`src/rtl/checker_rr_scheduler.sv`:
```
// Round-robin front end: buffers one source's record, then replays it gap-free to a shared format checker.
// Optional macro STALL_TIMEOUT_EN aborts a record whose owner stalls for TIMEOUT consecutive cycles.
`timescale 1ns/1ps
module checker_rr_scheduler #(
  parameter int N_SRC   = 2,
  parameter int MAX_LEN = 48,
  parameter int TIMEOUT = 64
) (
  input  logic               clk,
  input  logic               reset,
  input  logic [N_SRC-1:0]   src_valid,
  input  logic [8*N_SRC-1:0] src_char,
  output logic [N_SRC-1:0]   src_ready,
  output logic [N_SRC-1:0]   grant,
  output logic [7:0]         chk_char,
  output logic               chk_reset,
  input  logic [1:0]         chk_type,
  output logic               rec_done,
  output logic [1:0]         rec_src,
  output logic [1:0]         rec_type,
  output logic               rec_trunc,
  output logic               rec_abort
);

  typedef enum logic [2:0] {IDLE, LOAD, FLUSH, PLAY, EVAL} state_t;

  state_t     state;
  logic [1:0] rr_ptr;
  logic [1:0] gidx;
  logic [5:0] len;
  logic [5:0] pidx;
  logic       trunc_flag;
  logic [7:0] rec_buf [MAX_LEN];

  logic             req_found;
  logic [1:0]       req_idx;
  logic [N_SRC-1:0] req_onehot;
  logic [7:0]       cur_char;
  logic             cur_valid;

  // First requesting source at or after rr_ptr, searched cyclically.
  always_comb begin
    req_found  = 1'b0;
    req_idx    = '0;
    req_onehot = '0;
    for (int k = 0; k < N_SRC; k++) begin
      for (int i = 0; i < N_SRC; i++) begin
        if (!req_found && src_valid[i] && (i == (int'(rr_ptr) + k) % N_SRC)) begin
          req_found     = 1'b1;
          req_idx       = 2'(i);
          req_onehot    = '0;
          req_onehot[i] = 1'b1;
        end
      end
    end
  end

  always_comb begin
    cur_char  = '0;
    cur_valid = 1'b0;
    for (int i = 0; i < N_SRC; i++) begin
      if (gidx == 2'(i)) begin
        cur_char  = src_char[8*i +: 8];
        cur_valid = src_valid[i];
      end
    end
  end

  // src_ready[g] is always high while in LOAD, so valid alone marks a transfer.
  always_ff @(posedge clk) begin
    if (state == LOAD && cur_valid) begin
      rec_buf[len] <= cur_char;
    end
  end

`ifdef STALL_TIMEOUT_EN
  logic [$clog2(TIMEOUT+1)-1:0] stall_cnt;
  logic                         abort_flag;
`else
  // TIMEOUT only matters when the stall timer is built in.
  logic unused_cfg;
  assign unused_cfg = (TIMEOUT > 0);
  assign rec_abort  = 1'b0;
`endif

  always_ff @(posedge clk or negedge reset) begin
    if (!reset) begin
      state      <= IDLE;
      rr_ptr     <= '0;
      gidx       <= '0;
      len        <= '0;
      pidx       <= '0;
      trunc_flag <= 1'b0;
      grant      <= '0;
      src_ready  <= '0;
      chk_char   <= 8'h00;
      chk_reset  <= 1'b1;
      rec_done   <= 1'b0;
      rec_src    <= '0;
      rec_type   <= '0;
      rec_trunc  <= 1'b0;
`ifdef STALL_TIMEOUT_EN
      stall_cnt  <= '0;
      abort_flag <= 1'b0;
      rec_abort  <= 1'b0;
`endif
    end else begin
      rec_done <= 1'b0;
      case (state)
        IDLE: begin
          chk_reset <= 1'b0;
          chk_char  <= 8'h00;
          if (req_found) begin
            gidx       <= req_idx;
            grant      <= req_onehot;
            src_ready  <= req_onehot;
            rr_ptr     <= (req_idx == 2'(N_SRC-1)) ? 2'd0 : req_idx + 2'd1;
            len        <= '0;
            trunc_flag <= 1'b0;
`ifdef STALL_TIMEOUT_EN
            stall_cnt  <= '0;
            abort_flag <= 1'b0;
`endif
            state      <= LOAD;
          end
        end
        LOAD: begin
          if (cur_valid) begin
            len <= len + 6'd1;
`ifdef STALL_TIMEOUT_EN
            stall_cnt <= '0;
`endif
            if (cur_char == 8'h23 || len == 6'(MAX_LEN-1)) begin
              trunc_flag <= (cur_char != 8'h23);
              src_ready  <= '0;
              chk_reset  <= 1'b1;
              chk_char   <= 8'h00;
              state      <= FLUSH;
            end
          end
`ifdef STALL_TIMEOUT_EN
          // Owner went silent too long: drop the record and report it as aborted.
          else if (int'(stall_cnt) == TIMEOUT-1) begin
            abort_flag <= 1'b1;
            src_ready  <= '0;
            state      <= EVAL;
          end else begin
            stall_cnt <= stall_cnt + 1'b1;
          end
`endif
        end
        FLUSH: begin
          chk_reset <= 1'b0;
          chk_char  <= rec_buf[0];
          pidx      <= 6'd1;
          state     <= PLAY;
        end
        PLAY: begin
          if (pidx == len) begin
            chk_char <= 8'h00;
            state    <= EVAL;
          end else begin
            chk_char <= rec_buf[pidx];
            pidx     <= pidx + 6'd1;
          end
        end
        EVAL: begin
          chk_char  <= 8'h00;
          rec_src   <= gidx;
          rec_trunc <= trunc_flag;
          rec_done  <= 1'b1;
          grant     <= '0;
          state     <= IDLE;
`ifdef STALL_TIMEOUT_EN
          rec_type  <= abort_flag ? 2'b00 : chk_type;
          rec_abort <= abort_flag;
`else
          rec_type  <= chk_type;
`endif
        end
        default: state <= IDLE;
      endcase
    end
  end

endmodule

```
`config.mk`:
```
export PLATFORM = sky130hd
export DESIGN_NAME = checker_rr_scheduler
export DESIGN_NICKNAME = d
export VERILOG_FILES = /design/src/rtl/checker_rr_scheduler.sv
export SDC_FILE = /design/constraint.sdc
export NUM_CORES = 1
export LEC_CHECK = 0
export ABC_AREA = 0
export BUFFER_PORTS_ARGS = -buffer_cell sky130_fd_sc_hd__clkbuf_2
export CORE_MARGIN = 2
export CORE_UTILIZATION = 64
export DETAILED_ROUTE_END_ITERATION = 8
export PLACE_DENSITY = 0.89
export SETUP_SLACK_MARGIN = 0.02
export SLEW_MARGIN = 0
export SYNTH_ARGS = -nofsm -noshare
export SYNTH_HDL_FRONTEND = slang
export SYNTH_SLANG_ARGS = --single-unit
```
`constraint.sdc`:
```
create_clock -name clk -period 6.6 [get_ports clk]
set_input_delay 0.33 -clock clk [delete_from_list [all_inputs] [get_ports clk]]
set_output_delay 0.33 -clock clk [all_outputs]
set_load 0.02 [all_outputs]
```
# Yosys cells after proc, flatten, opt, wreduce, memory -nomap -nowiden

Memory sizes are Yosys's and may differ from the RTL's.
Index checks and enable logic that the tools add are counted.

Input port bits: 22
Register bits: 38
Memories: 1
Memory bits (writable): 384

Memories:

| memory  | depth | width | read ports | clocked after memory_dff | wr ports | line | text |
|---|---|---|---|---|---|---|---|
| rec_buf | 48    | 8     | 2          | 0                        | 1        | 33   | `logic [7:0] rec_buf [MAX_LEN];` |

Muxes and demuxes: 45
Add/subtract/negate cells: 4
Reductions and logical operators: 31
Equality and inequality tests: 16
Bitwise gates (word level): 1

Operators by type and width:

| operator                                                                 | number |
|---|---|
| 32-bit logical NOT                                                       | 2 |
| 8-bit 2-to-1 mux                                                         | 5 |
| 8-bit one-hot mux with 4 select lines                                    | 1 |
| 6-bit one-hot mux with 2 select lines                                    | 2 |
| 6-bit 2-to-1 mux                                                         | 3 |
| 1-bit 2-to-1 mux                                                         | 17 |
| 2-bit 2-to-1 mux                                                         | 8 |
| 6-bit by 1-bit adder with 6-bit output (second input constant)           | 2 |
| 3-bit 2-to-1 mux                                                         | 4 |
| 3-bit one-hot mux with 4 select lines                                    | 1 |
| 3-bit AND reduction                                                      | 3 |
| 8-bit by 6-bit == test with 1-bit output (second input constant)         | 1 |
| 1-bit logical AND                                                        | 8 |
| 2-bit inequality test (second input constant)                            | 4 |
| 8-bit by 6-bit inequality test with 1-bit output (second input constant) | 1 |
| 2-bit one-hot mux with 2 select lines                                    | 2 |
| 4-bit AND reduction                                                      | 2 |
| 2-bit nonzero test                                                       | 4 |
| 3-bit by 2-bit == test with 1-bit output (second input constant)         | 2 |
| 6-bit == test                                                            | 1 |
| 6-bit == test (second input constant)                                    | 1 |
| 2-bit AND reduction                                                      | 3 |
| 2-bit by 1-bit == test with 1-bit output (second input constant)         | 2 |
| 1-bit one-hot mux with 2 select lines                                    | 2 |
| other kinds (12)                                                         | 16 |

# Longest topological paths before layout

Depth after elaboration: 17
Depth in mapped cells: 10
Mapped depth without buffers: 6

# Least setup slack after synthesis

OpenSTA, ideal clock, no wires.

Path kind: register to register
From: register pidx[1]
To: register chk_char[2]
Path buffers: 3
Path slack: 4.213 ns
Arrival time: 2.261 ns
Setup time: 0.126 ns
Stages on the path, launching flop included: 8
Cell sequence: dfrtp_1 > buf_6 > buf_2 > buf_2 > mux4_2 > mux4_2 > o221a_2 > a221o_1

Word-level cells in the longest chain between the ends: 3
Elaborated cells between the ends (all ways): 4
Those cells by class: eq/ne: 1; mux: 2; memory: 1

Ends and longest elaborated chain:

| what                                                    | line | text |
|---|---|---|
| from (decl)                                             | 31   | `logic [5:0] pidx;` |
| from (signal assigned)                                  | 164  | `pidx <= pidx + 6'd1;` |
| memory read 48 x 8 bit or 6-bit == test (tied branches) | -    |  |
| 8-bit 2-to-1 mux (*)                                    | 159  | `if (pidx == len) begin` |
| 8-bit one-hot mux with 4 select lines (*)               | 109  | `case (state)` |
| to (signal assigned)                                    | 154  | `chk_char <= rec_buf[0];` |
| to (signal assigned)                                    | 163  | `chk_char <= rec_buf[pidx];` |
| to (decl)                                               | 15   | `output logic [7:0] chk_char,` |

Mark *: on every way between the ends. The rest lies on a longest branch, timed or not.
A chain may end at the register's enable or synchronous reset.

# Final worst setup path

From: register pidx[1]
To: register chk_char[5]

Same word-level chain as after synthesis.

==> run_results.csv <==
group,metric,value,unit
yosys,synth_top_family_by_area,"multiplexers",
yosys,synth_top_area_share,68.11,%
critical_path,crit_arrival,4.34,ns
cts,post_cts_buffers,0,
yosys,postSynthCellCount,899,
pwr,leakagePower,6.043,nW
pwr,powerDensity,281.4,nW/um2
sta,holdWs,0.04048,ns
cts,cts_buffer_depth,3,
yosys,synth_compound_area_share,3.200,%
cts,cts.clk_slew.worst_paths,0.07,ns
route,wl_per_cell,32.84,um
die,die_w,166.6,um
pwr,power,5.234,mW
layout,seq_area,12440,um2
placement,gp_congestion,0.8507,
layout,n_fill_cell,1377,
yosys,synthMuxAreaShare,15.19,%
yosys,yosys.area_share.adder,0.1478,%
sta,fin_skew,0.02524,ns
critical_path,reg2reg_from,"pidx[1]",
layout,area_delta_synth_final,9.859,%
yosys,synth_seq_cells,420,
critical_path,timing_worst_setup_path_type,"reg2reg",
global_route,grt_pass1_vias,9415,
yosys,synth_area_leader_cell,"edfxtp_1",
route,ant_nets,0,
run_status,status,"complete, no violations",
placement,dpl.hpwl,23020,um
yosys,synthFlopType,"edfxtp_1",
die,die_y,166.6,um
yosys,yosys.area_share.simple,5.654,%
sta,post-route-period-util,59.70,%
critical_path,crit_path_start_kind,"flop",
die,io_pins,42,
cts,cts_tree,"done",
critical_path,critical_path_required,7.00,ns
cts,clock_sinks,420,
critical_path,crit_buf_inv,1,
sta,maxSlewHeadroom,16.45,%
critical_path,r2r_slack,2.66,ns
pwr,vdd_ir_drop_max,271.3,uV
die,row_count,59,
sta,setup_viol,0,
sta,tightest_slew,1.249,ns
hold_path,hold_path_class,"in2reg",
critical_path,critPathMaxFanout,63,
sta,setup_total_negative_slack,0,ns
yosys,yosys_warnings,0,
cts,clk_latency,0.54,ns
route,vias_per_cell,7.395,
placement,pre_cts_ws,2.793,ns
hold_path,hp-start,"chk_type[0]",
yosys,synth_edf_count,384,
sta,max_freq,253.8,MHz
sta,fin_ws,2.660,ns
critical_path,crit_chain,"buf_4 > mux4_2 > mux4_2 > a211oi_2 > nor3_1 > a221o_1",
layout,drive_gt1_share,24.48,%
yosys,synth-xor-area-share,0.4139,%
global_route,overflow,0,
global_route,antenna_found_initial,0,
route,vias,9577,
yosys,synth_area,16930,um2
global_route,grt_max_degree,64,
yosys,synth_cell_types,55,
sta,slew_violations,0,
yosys,yosys.cell_count.top_type,"edfxtp_1",
global_route,gr-usage-all-layers,31.38,%
critical_path,slowest_stage,"dfrtp_4",
yosys,synth_common_cells,"edfxtp_1 (384), mux4_2 (98), nor2_1 (92)",
critical_path,cp-end-kind,"flop",
sta,hold_viol,0,
placement,dp_cells,1224,
layout,multi_input_area,4178,um2
layout,nets,956,
route,drt_wl_total,42530,um
die,start_util,65.15,%
yosys,ys_top_cells_by_area,"edfxtp_1 (68%), mux4_2 (13%), dfrtp_1 (5.2%)",
layout,instances_no_fill,1295,
hold_path,whs_endpoint,"rec_type[0]",
die,coreArea,25980,um2
critical_path,cp.depth,6,
sta,grt_setup_unrepaired,"no",
hold_path,worstHoldPathCells,2,
route,drt-initial-drc-count,1709,
yosys,async_flop_share,8.571,%
route,drc,0,
global_route,grt_pass1_wl,63080,um
critical_path,cpPeakStageDelay,0.98,ns
placement,io_buffers,39,
critical_path,r2r_cells,6,
die,die_area,27770,um2
cts,cts_made_buffers,40,
yosys,yosysSeqAreaShare,73.44,%
critical_path,cpMostUsedCell,"mux4_2",
route,dr.pass1.iters,6,
cts,cts.htree.levels,2,
layout,antennaDiodeCount,0,
critical_path,critical-path-top-delay-family,"multiplexers",
cts,cts-root-buf,"clkbuf_16",
sta,period_needed,3.940,ns
run,maxCapViolations,0,
yosys,avgSynthCellArea,18.83,um2
critical_path,reg2reg_to,"chk_char[5]",
layer usage:
layer  wire, um  global-route usage [%]  vias to the layer above
met5          0                       0                        -
met3       5525                   6.987                      186
met1      14740                   43.81                     4780
met2      19490                   47.48                      937
met4       2764                   16.64                        0
li1           -                       -                     3674
state kept, by name (all words and copies together) (netlist names):
signal	flops
chk_char	8
chk_reset	1
gidx	1
grant	2
len	6
pidx	6
rec_buf	384
rec_done	1
rec_src	1
rec_trunc	1
rec_type	2
rr_ptr	1
src_ready	2
state	3
trunc_flag	1
cell families after synthesis:
| kind of cell | count (synthesis) |
|---|---|
| AOI/OAI and AO/OA | 73 |
| other | 1 |
| adders and majority gates | 2 |
| buffers and inverters | 62 |
| muxes | 129 |
| DFF | 420 |
| and+or+nand+nor | 204 |
| xor gates and xnor gates | 8 |
final cells by class:
| class | count | share of cell area, % |
|---|---|---|
| multi-input combinational | 418 | 22.46 |
| clock inverter | 15 | 0.6593 |
| timing repair buffer | 46 | 1.345 |
| clock buffer | 55 | 6.263 |
| tap | 335 | 2.254 |
| sequential | 420 | 66.90 |
| inverter | 6 | 0.1211 |
placed cells by master, fill, tap and decap left out, types with 3 or more instances in the layout:
cell type	instances
o21ai_0	18
nand2_1	41
or3_1	4
a311oi_1	5
mux4_2	98
clkinv_2	7
nor2_1	92
a211oi_1	4
a21oi_1	8
nor3_1	15
nand3b_1	6
a211oi_2	4
nor2b_1	9
buf_4	6
a221o_1	8
clkbuf_2	41
nand3_1	9
nor3b_1	3
a22o_1	4
mux2_2	17
dfrtp_1	32
edfxtp_1	384
xor2_1	6
mux2i_1	12
nor4_1	3
o22ai_1	5
inv_1	5
nand4_1	3
clkbuf_1	7
a21o_1	4
nand2b_1	7
clkbuf_16	44
clkinv_1	5
how the worst max path moves through the flow:
stage	startpoint	endpoint	slack, ns
after global placement	pidx[1]	chk_char[0]	2.90
after global routing	pidx[1]	chk_char[5]	2.52
after detailed placement	pidx[1]	chk_char[5]	2.79
after floorplan	pidx[1]	chk_char[2]	4.21
after CTS	pidx[1]	chk_char[5]	2.67
final	pidx[1]	chk_char[5]	2.66
where the power goes:
group | total [mW] | switching, mW | internal [mW] | leakage (nW)
sequential | 2.90 | 0.000149 | 2.90 | 3.88
clock | 2.27 | 0.959 | 1.31 | 0.641
combinational | 0.0594 | 0.0510 | 0.00846 | 1.52
total | 5.23 | 1.01 | 4.22 | 6.04
through the flow:
step / utilization (%) / area [um2]
finish: 71.58 / 18600
global route: 71.58 / 18600
CTS: 71.58 / 18600
detailed placement: 66.58 / 17300
global placement: 66.58 / 17300
floorplan: - / 16930
timing repair:
item,in CTS,in global routing
endpoints found under the hold margin,35,0
hold buffers,1,0
endpoints found under the setup margin,0,0
gates resized for setup,0,0
Power figures use the tool's default switching activity.
